`config.mk`:
```
export PLATFORM = sky130hd
export DESIGN_NAME = decoder_stage_controller
export DESIGN_NICKNAME = d
export VERILOG_FILES = /design/src/rtl/decoder_stage_controller.sv
export SDC_FILE = /design/constraint.sdc
export NUM_CORES = 1
export LEC_CHECK = 0
export ABC_AREA = 1
export CAP_MARGIN = 20
export CORE_ASPECT_RATIO = 1.25
export CORE_MARGIN = 4
export CORE_UTILIZATION = 28
export DETAILED_ROUTE_END_ITERATION = 12
export GPL_TIMING_DRIVEN = 0
export PLACE_DENSITY = 0.83
export SETUP_SLACK_MARGIN = 0.05
export SLEW_MARGIN = 20
export SYNTH_ARGS = -nofsm -noshare
export SYNTH_HDL_FRONTEND = slang
export SYNTH_SLANG_ARGS = --single-unit
```
`constraint.sdc`:
```
create_clock -name clk -period 2.06 [get_ports clk]
set_clock_uncertainty 0.15 [all_clocks]
set_input_delay 0.412 -clock clk [delete_from_list [all_inputs] [get_ports clk]]
set_output_delay 0.412 -clock clk [all_outputs]
set_load 0.05 [all_outputs]
```
`src/rtl/decoder_stage_controller.sv`:
```
// Decoder stage controller: sequences one decode round through the shared stage
// encoding broadcast to all processing units (PUs).
//
//   IDLE -> MEASUREMENT_LOADING (2 cycles) -> GROW (1 cycle) -> MERGE
//   MERGE -> GROW while odd clusters remain and iterations are left
//   MERGE -> PEELING once no odd clusters remain, or on iteration overflow
//   PEELING -> RESULT_VALID -> IDLE on result_ack
//
// MERGE and PEELING end after SETTLE_CYCLES consecutive quiet cycles. Busy is
// blanked for the first two cycles of each of these states because the PU busy
// flags lag the stage broadcast by the PU register stage.
//
// Optional feature: define DECODE_CYCLE_COUNT_EN to build the decode-latency
// counter on cycle_count; otherwise cycle_count is tied to zero.
//
// Reset is synchronous and active-high.

module decoder_stage_controller #(
   parameter int unsigned PU_COUNT      = 100,
   parameter int unsigned SETTLE_CYCLES = 3,
   parameter int unsigned MAX_ITER      = 15,
   parameter int unsigned ITER_WIDTH    = 4,
   parameter int unsigned CYCLE_WIDTH   = 16,
   localparam int unsigned STAGE_WIDTH  = 3
) (
   input  logic                   clk,
   input  logic                   reset,
   input  logic                   start,
   input  logic [PU_COUNT-1:0]    busy,
   input  logic [PU_COUNT-1:0]    odd,
   input  logic                   result_ack,
   output logic [STAGE_WIDTH-1:0] global_stage,
   output logic                   result_valid,
   output logic [ITER_WIDTH-1:0]  iteration_count,
   output logic                   iter_overflow,
   output logic [CYCLE_WIDTH-1:0] cycle_count
);

   // Shared stage encoding, as decoded by every PU.
   localparam logic [STAGE_WIDTH-1:0] STAGE_IDLE                = 3'd0;
   localparam logic [STAGE_WIDTH-1:0] STAGE_MEASUREMENT_LOADING = 3'd1;
   localparam logic [STAGE_WIDTH-1:0] STAGE_GROW                = 3'd2;
   localparam logic [STAGE_WIDTH-1:0] STAGE_MERGE               = 3'd3;
   localparam logic [STAGE_WIDTH-1:0] STAGE_PEELING             = 3'd4;
   localparam logic [STAGE_WIDTH-1:0] STAGE_RESULT_VALID        = 3'd5;

   typedef enum logic [STAGE_WIDTH-1:0] {
      StIdle        = STAGE_IDLE,
      StLoad        = STAGE_MEASUREMENT_LOADING,
      StGrow        = STAGE_GROW,
      StMerge       = STAGE_MERGE,
      StPeel        = STAGE_PEELING,
      StResultValid = STAGE_RESULT_VALID
   } stage_e;

   localparam int unsigned QuietWidth =
      (SETTLE_CYCLES > 0) ? $clog2(SETTLE_CYCLES + 1) : 1;
   localparam logic [QuietWidth-1:0] QuietMax  = QuietWidth'(SETTLE_CYCLES);
   localparam logic [ITER_WIDTH-1:0] IterMax   = ITER_WIDTH'(MAX_ITER);
   // Cycles after MERGE/PEELING entry during which busy is not yet trustworthy.
   localparam logic [1:0]            BlankLast = 2'd2;

   stage_e                  state_q, state_d;
   logic [1:0]              dwell_q, dwell_d;
   logic [QuietWidth-1:0]   quiet_q, quiet_d;
   logic [QuietWidth-1:0]   quiet_next;
   logic [ITER_WIDTH-1:0]   iter_q, iter_d;
   logic                    ovf_q, ovf_d;

   logic                    busy_any;
   logic                    odd_any;
   logic                    settle_state;
   logic                    blanked;
   logic                    settled;

   assign busy_any     = |busy;
   assign odd_any      = |odd;
   assign settle_state = (state_q == StMerge) || (state_q == StPeel);
   assign blanked      = (dwell_q < BlankLast);

   // Quiet counter candidate for staying in the current state.
   always_comb begin
      quiet_next = '0;
      settled    = 1'b0;
      if (settle_state && !blanked && !busy_any) begin
         if (quiet_q == QuietMax) begin
            quiet_next = quiet_q;
         end else begin
            quiet_next = quiet_q + 1'b1;
         end
         // Exit in the cycle the counter reaches its target, not one later.
         settled = (quiet_next == QuietMax);
      end
   end

   // Stage sequencing and round bookkeeping.
   always_comb begin
      state_d = state_q;
      iter_d  = iter_q;
      ovf_d   = ovf_q;

      unique case (state_q)
         StIdle: begin
            if (start) begin
               state_d = StLoad;
               iter_d  = '0;
               ovf_d   = 1'b0;
            end
         end

         StLoad: begin
            if (dwell_q == 2'd1) begin
               state_d = StGrow;
            end
         end

         StGrow: begin
            if (iter_q != IterMax) begin
               iter_d = iter_q + 1'b1;
            end
            state_d = StMerge;
         end

         StMerge: begin
            if (settled) begin
               if (!odd_any) begin
                  state_d = StPeel;
               end else if (iter_q < IterMax) begin
                  state_d = StGrow;
               end else begin
                  ovf_d   = 1'b1;
                  state_d = StPeel;
               end
            end
         end

         StPeel: begin
            if (settled) begin
               state_d = StResultValid;
            end
         end

         StResultValid: begin
            if (result_ack) begin
               state_d = StIdle;
            end
         end

         default: begin
            state_d = StIdle;
         end
      endcase
   end

   // Dwell and quiet counters restart on every stage change.
   always_comb begin
      dwell_d = dwell_q;
      quiet_d = quiet_next;
      if (state_d != state_q) begin
         dwell_d = '0;
         quiet_d = '0;
      end else if (dwell_q != BlankLast) begin
         dwell_d = dwell_q + 1'b1;
      end
   end

   // State register with synchronous reset.
   always_ff @(posedge clk) begin
      if (reset) begin
         state_q <= StIdle;
         dwell_q <= '0;
         quiet_q <= '0;
         iter_q  <= '0;
         ovf_q   <= 1'b0;
      end else begin
         state_q <= state_d;
         dwell_q <= dwell_d;
         quiet_q <= quiet_d;
         iter_q  <= iter_d;
         ovf_q   <= ovf_d;
      end
   end

`ifdef DECODE_CYCLE_COUNT_EN
   logic [CYCLE_WIDTH-1:0] cycle_q, cycle_d;
   logic                   counting;

   assign counting = (state_q == StLoad) || (state_q == StGrow) ||
                     (state_q == StMerge) || (state_q == StPeel);

   // Decode latency: cleared on accepted start, saturating, held after the round.
   always_comb begin
      cycle_d = cycle_q;
      if ((state_q == StIdle) && start) begin
         cycle_d = '0;
      end else if (counting && (cycle_q != {CYCLE_WIDTH{1'b1}})) begin
         cycle_d = cycle_q + 1'b1;
      end
   end

   // Latency counter register.
   always_ff @(posedge clk) begin
      if (reset) begin
         cycle_q <= '0;
      end else begin
         cycle_q <= cycle_d;
      end
   end

   assign cycle_count = cycle_q;
`else
   assign cycle_count = '0;
`endif

   assign global_stage    = state_q;
   assign result_valid    = (state_q == StResultValid);
   assign iteration_count = iter_q;
   assign iter_overflow   = ovf_q;

endmodule

```
# Yosys cells after proc, flatten, opt, wreduce, memory -nomap -nowiden
# Cells that the tools add are included.
[op_classes]
add_sub_neg = 3
n_lt_le_gt_ge = 2
eq_ne = 16
mux = 19
bitwise = 1
n_reduce_logical = 14
[op_table]
columns = ["cell", "count"]
rows = [
  ["OR reduction 100 bit", 2],
  ["two-way mux 3 bit", 7],
  ["one-hot mux 3 bit (6 select lines)", 1],
  ["inequality test 2 bit, second input constant", 6],
  ["two-way mux 4 bit", 2],
  ["one-hot mux 4 bit (2 select lines)", 1],
  ["== test 3 x 2 -> 1 bit, second input constant", 2],
  ["== test 3 bit, second input constant", 2],
  ["two-way mux 1 bit", 5],
  ["AND reduction 5 bit", 1],
  ["adder 2 x 1 -> 2 bit, second input constant", 2],
  ["adder 4 x 1 -> 4 bit, second input constant", 1],
  ["== test 2 bit, second input constant", 2],
  ["< comparator 4 bit, second input constant", 1],
  ["two-way mux 2 bit", 2],
  ["inequality test 4 bit, second input constant", 1],
  ["nonzero test 2 bit", 2],
  ["== test 3 x 1 -> 1 bit, second input constant", 1],
  ["zero test 3 bit", 1],
  ["inequality test 3 bit", 1],
  ["AND reduction 3 bit", 1],
  ["OR reduction 3 bit", 1],
  ["== test 2 x 1 -> 1 bit, second input constant", 1],
  ["logical AND 1 bit", 2],
  ["6 further kinds", 7],
]
[word_totals]
ff_bits = 12
inputBits = 204
output_inout_bits = 25
wordCells = 60

# Depth between registers and ports, before layout
[depth]
ltp_word = 11
mapped_depth = 16
depth_no_buf = 16

# Worst setup path after synthesis
# No wires, ideal clock.
[synth_timing]
kind = "reg2reg"
from = "register state_q[0] (netlist: global_stage[0])"
to = "register quiet_q[0]"
setup_ps = 113
t_arrival_ps = 1880
required_ps = 1797
setup_slack_ps = -83
path_stages_with_launch = 15
path_buffers = 1
synth_period_minus_slack_ps = 2143
path_cell_list = "dfxtp_1 buf_6 nand3_1 nand2_2 nand2_2 inv_2 nand2_2 nor2_4 nand3_2 a21oi_1 nand3_1 nand2_1 nor2_1 nand2_1 nor2_1"
[synth_between]
elab_chain_len = 9
elab_cells_between_ends = 19
classes_between = "eq/ne: 6; mux: 7; bitwise: 1; reduce/logical: 5"
[synth_rtl]
columns = ["item", "line_no", "rtl"]
rows = [
  ["start, declared", "63", "stage_e state_q, state_d;"],
  ["start signal, assigned", "170", "state_q <= StIdle;"],
  ["start signal, assigned", "176", "state_q <= state_d;"],
  ["== test 3 x 2 -> 1 bit / == test 3 bit (equally long branches)", "78, 102", ""],
  ["logical OR 1 bit", "78", "assign settle_state = (state_q == StMerge) || (state_q == StPeel);"],
  ["logical AND 1 bit (2 in series)", "85", "if (settle_state && !blanked && !busy_any) begin"],
  ["two-way mux 1 bit", "85", ""],
  ["two-way mux 3 bit (on tied branches)", "138, 125", ""],
  ["one-hot mux 3 bit (6 select lines)", "102", "unique case (state_q)"],
  ["inequality test 3 bit", "159", "if (state_d != state_q) begin"],
  ["OR reduction 3 bit (no line) *", "n/a", ""],
  ["end signal, assigned", "178", "quiet_q <= quiet_d;"],
  ["end, declared", "65", "logic [QuietWidth-1:0] quiet_q, quiet_d;"],
]
# Mark *: on every way between the ends. The rest lies on a longest branch, timed or not.
# A chain may end at the register's enable or synchronous reset.

# Worst setup path after layout
[layout_timing]
from = "register ovf_q (netlist: iter_overflow)"
to = "output iter_overflow"
[layout_lines]
columns = ["item", "line_no", "rtl"]
rows = [
  ["start, declared", "68", "logic ovf_q, ovf_d;"],
  ["start signal, assigned", "180", "ovf_q <= ovf_d;"],
  ["end, declared", "35", "output logic iter_overflow,"],
]
# No word-level cell between the ends.

==> metrics <==
worst-margin pin slew 0.518 ns; Worst EP required 1.50 ns; Distinct cells, synth 26; CP Capture Type output pin; critical hold path startpoint quiet_q[0]$_SDFF_PP0_; worst hold slack 0.332 ns; hpwl dp 8460 um; row cnt 34; clock root cell clkbuf_8; Final Power 1.53 mW; Tmin final 1.99 ns; CTS max path bufs 2; DRC Markers 0; vias in the first global route 3,374; Layout Nets 861; GRT met1 Usage 19.1%; H-tree depth 1; core area 6930 um^2; Crit path largest cell delay 0.83 ns; Clk Latency, worst-skew pair 0.25 ns; grt ovf 0; P&R area growth vs syn 126%; Ys Warns 0; top-count cell post-synth nor2_1; final hold viol count 0; met2 Track Usage GR 45.6%; Arr. time, crit path 1.43 ns; largest net degree at the start of global routing 9; critical path type reg -> out; Synth area leader nor2_1; predominant post-synthesis flop cell dfxtp_1; Avg WL per Cell 12.8 um; HP Class reg -> reg; share of synthesized flip-flops with an asynchronous set or reset 0%; critical path launch point iter_overflow$_SDFFE_PP0P_; final setup vio count 0; setup_tns 0 ns; top cells by area, synth nor2_1 29%, nand2_1 15%, dfxtp_1 12%; max-cap viol count 0; Leakage 2.15 nW; most frequent cells after synthesis 153 x nor2_1, 81 x nand2_1, 49 x inv_1; Crit Path Max Fanout 2; Seq cells post-synth 12; CTS buffer count 3; CP top delay family buffers and inverters; CTS Sinks 12; Initial Util 28.7%; Critical R2R Launch global_stage[0]$_SDFF_PP0_; max_slew headroom 65.4%; slowest CP cell clkdlybuf4s50_1; vias per cell 4.49; gr usage total 21.1%; layout cells sized above 1 15.2%; CTS tree yes; EDFF count, synth 0; Port Buffers 212; GRT busiest layer met2; full die area 8530 um^2; run status complete, no violations; width of the die 83.4 um; Inserted Diodes 0; Post-Synthesis Cells 405; Final period util 96.6%; Avg Cell Area, Syn 4.91 um^2; cell chain of the critical path clkdlybuf4s50_1; fin worst setup slack 0.0695 ns; first-pass GRT wire length 14,700 um; share of the synthesized area in the top cell type 28.9%; GR met3 Demand/Resource 5.73%; DRT Pass-1 Iters 4; fillers 705; worst slack, placed -0.471 ns; Post-Syn Area 1990 um^2; Die H 102 um; gpl congestion 0.903; RSZ-0062 raised after global routing true; Worst VDD drop 0.249 mV; Finished Layout Cells 743; initial antenna violation count 0; final WL 9520 um; drt first-iter violations 38; Slew Viols, Final 0; Final ANT Viol Nets 0; Vias 3,338; critical path launch point type register; fmax 502 MHz; Placed Cells 722; hold_buf cts 0; post-synthesis sequential area ratio 12.1%; Worst-path clk slew 0.05 ns; Top Ports 229; critical path buffer and inverter count 1; pwr dens 341 nW/um^2
metrics by stage:
step | utilization, % | area [um^2]
2_1_floorplan | - | 2050
3_3_place_gp | 61.8 | 4290
5_1_grt | 64.9 | 4500
3_5_place_dp | 61.8 | 4290
6_report | 64.9 | 4500
4_1_cts | 63.4 | 4400
sequential cells by signal, indices dropped and copies added (netlist names):
register / cells
iteration_count: 4
dwell_q: 2
global_stage: 3
quiet_q: 2
iter_overflow: 1
where the power goes:
| group | total, mW | switching, mW | internal [mW] | leakage [nW] |
|---|---|---|---|---|
| clock | 0.266 | 0.0968 | 0.169 | 0.0288 |
| combinational | 0.968 | 0.468 | 0.500 | 2.02 |
| sequential | 0.299 | 0.0308 | 0.268 | 0.0992 |
| total | 1.53 | 0.596 | 0.938 | 2.15 |
cell usage in the layout (no fill, tap or decap), types with 3 or more instances in the layout:
cell,n
and2_0,3
dlygate4sd2_1,109
ha_1,3
inv_1,47
nor3_1,10
inv_2,8
dfxtp_1,8
dlymetal6s2s_1,7
nand2_1,71
clkdlybuf4s50_1,90
nor4_1,17
or4_1,4
conb_1,16
clkdlybuf4s15_1,5
clkbuf_8,4
nor2_1,128
nor2_2,23
nor2_4,4
dfxtp_2,4
nand3_2,3
nand4_1,11
buf_4,31
nand2_2,12
a21oi_1,7
nand3_1,12
buf_6,3
worst paths after layout:
check / endpoint / slack, ns / depth (start not counted)
worst max-delay path: iter_overflow / 0.07 / 1
worst min register to register: quiet_q[1]$_SDFF_PP0_ / 0.33 / 2
worst max register to register: quiet_q[1]$_SDFF_PP0_ / 0.12 / 15
worst min-delay path: quiet_q[1]$_SDFF_PP0_ / 0.33 / 2
final cells by class:
class                           count  area [um^2]  area share [%]
Timing Repair Buffer              229         2130            47.4
Multi-Input combinational cell    334         1610            35.7
Sequential cell                    12          245            5.45
Inverter                           57          214            4.76
Buffer                             17          131            2.92
Tap cell                           90          113            2.50
Clock buffer                        4         55.1            1.22
metal layers:
metal	share of wire (%)	wire length [um]	vias up
met2	55	5220	171
met3	9.3	883	15
met1	34	3230	1416
met5	0	0	-
li1	-	-	1736
met4	1.9	182	0
logic make-up after synthesis:
logic type | count (synthesis) | synth area share (%)
AND/OR/NAND/NOR | 304 | 65.4
buffers and inverters | 74 | 17.4
flip-flops | 12 | 12.1
AO/OA/AOI/OAI | 10 | 2.64
adder cells (fa/ha/maj) | 3 | 1.89
XOR/XNOR | 1 | 0.440
other | 1 | 0.188
timing repair:
| item | CTS | global route |
|---|---|---|
| setup buffers | 17 | 1 |
| setup endpoints to repair | 9 | 13 |
| pin swaps | 115 | 47 |
| hold endpoints to repair | 0 | 0 |
| resized for setup | 144 | 35 |
Note: power is estimated with default switching activity, not from simulation.
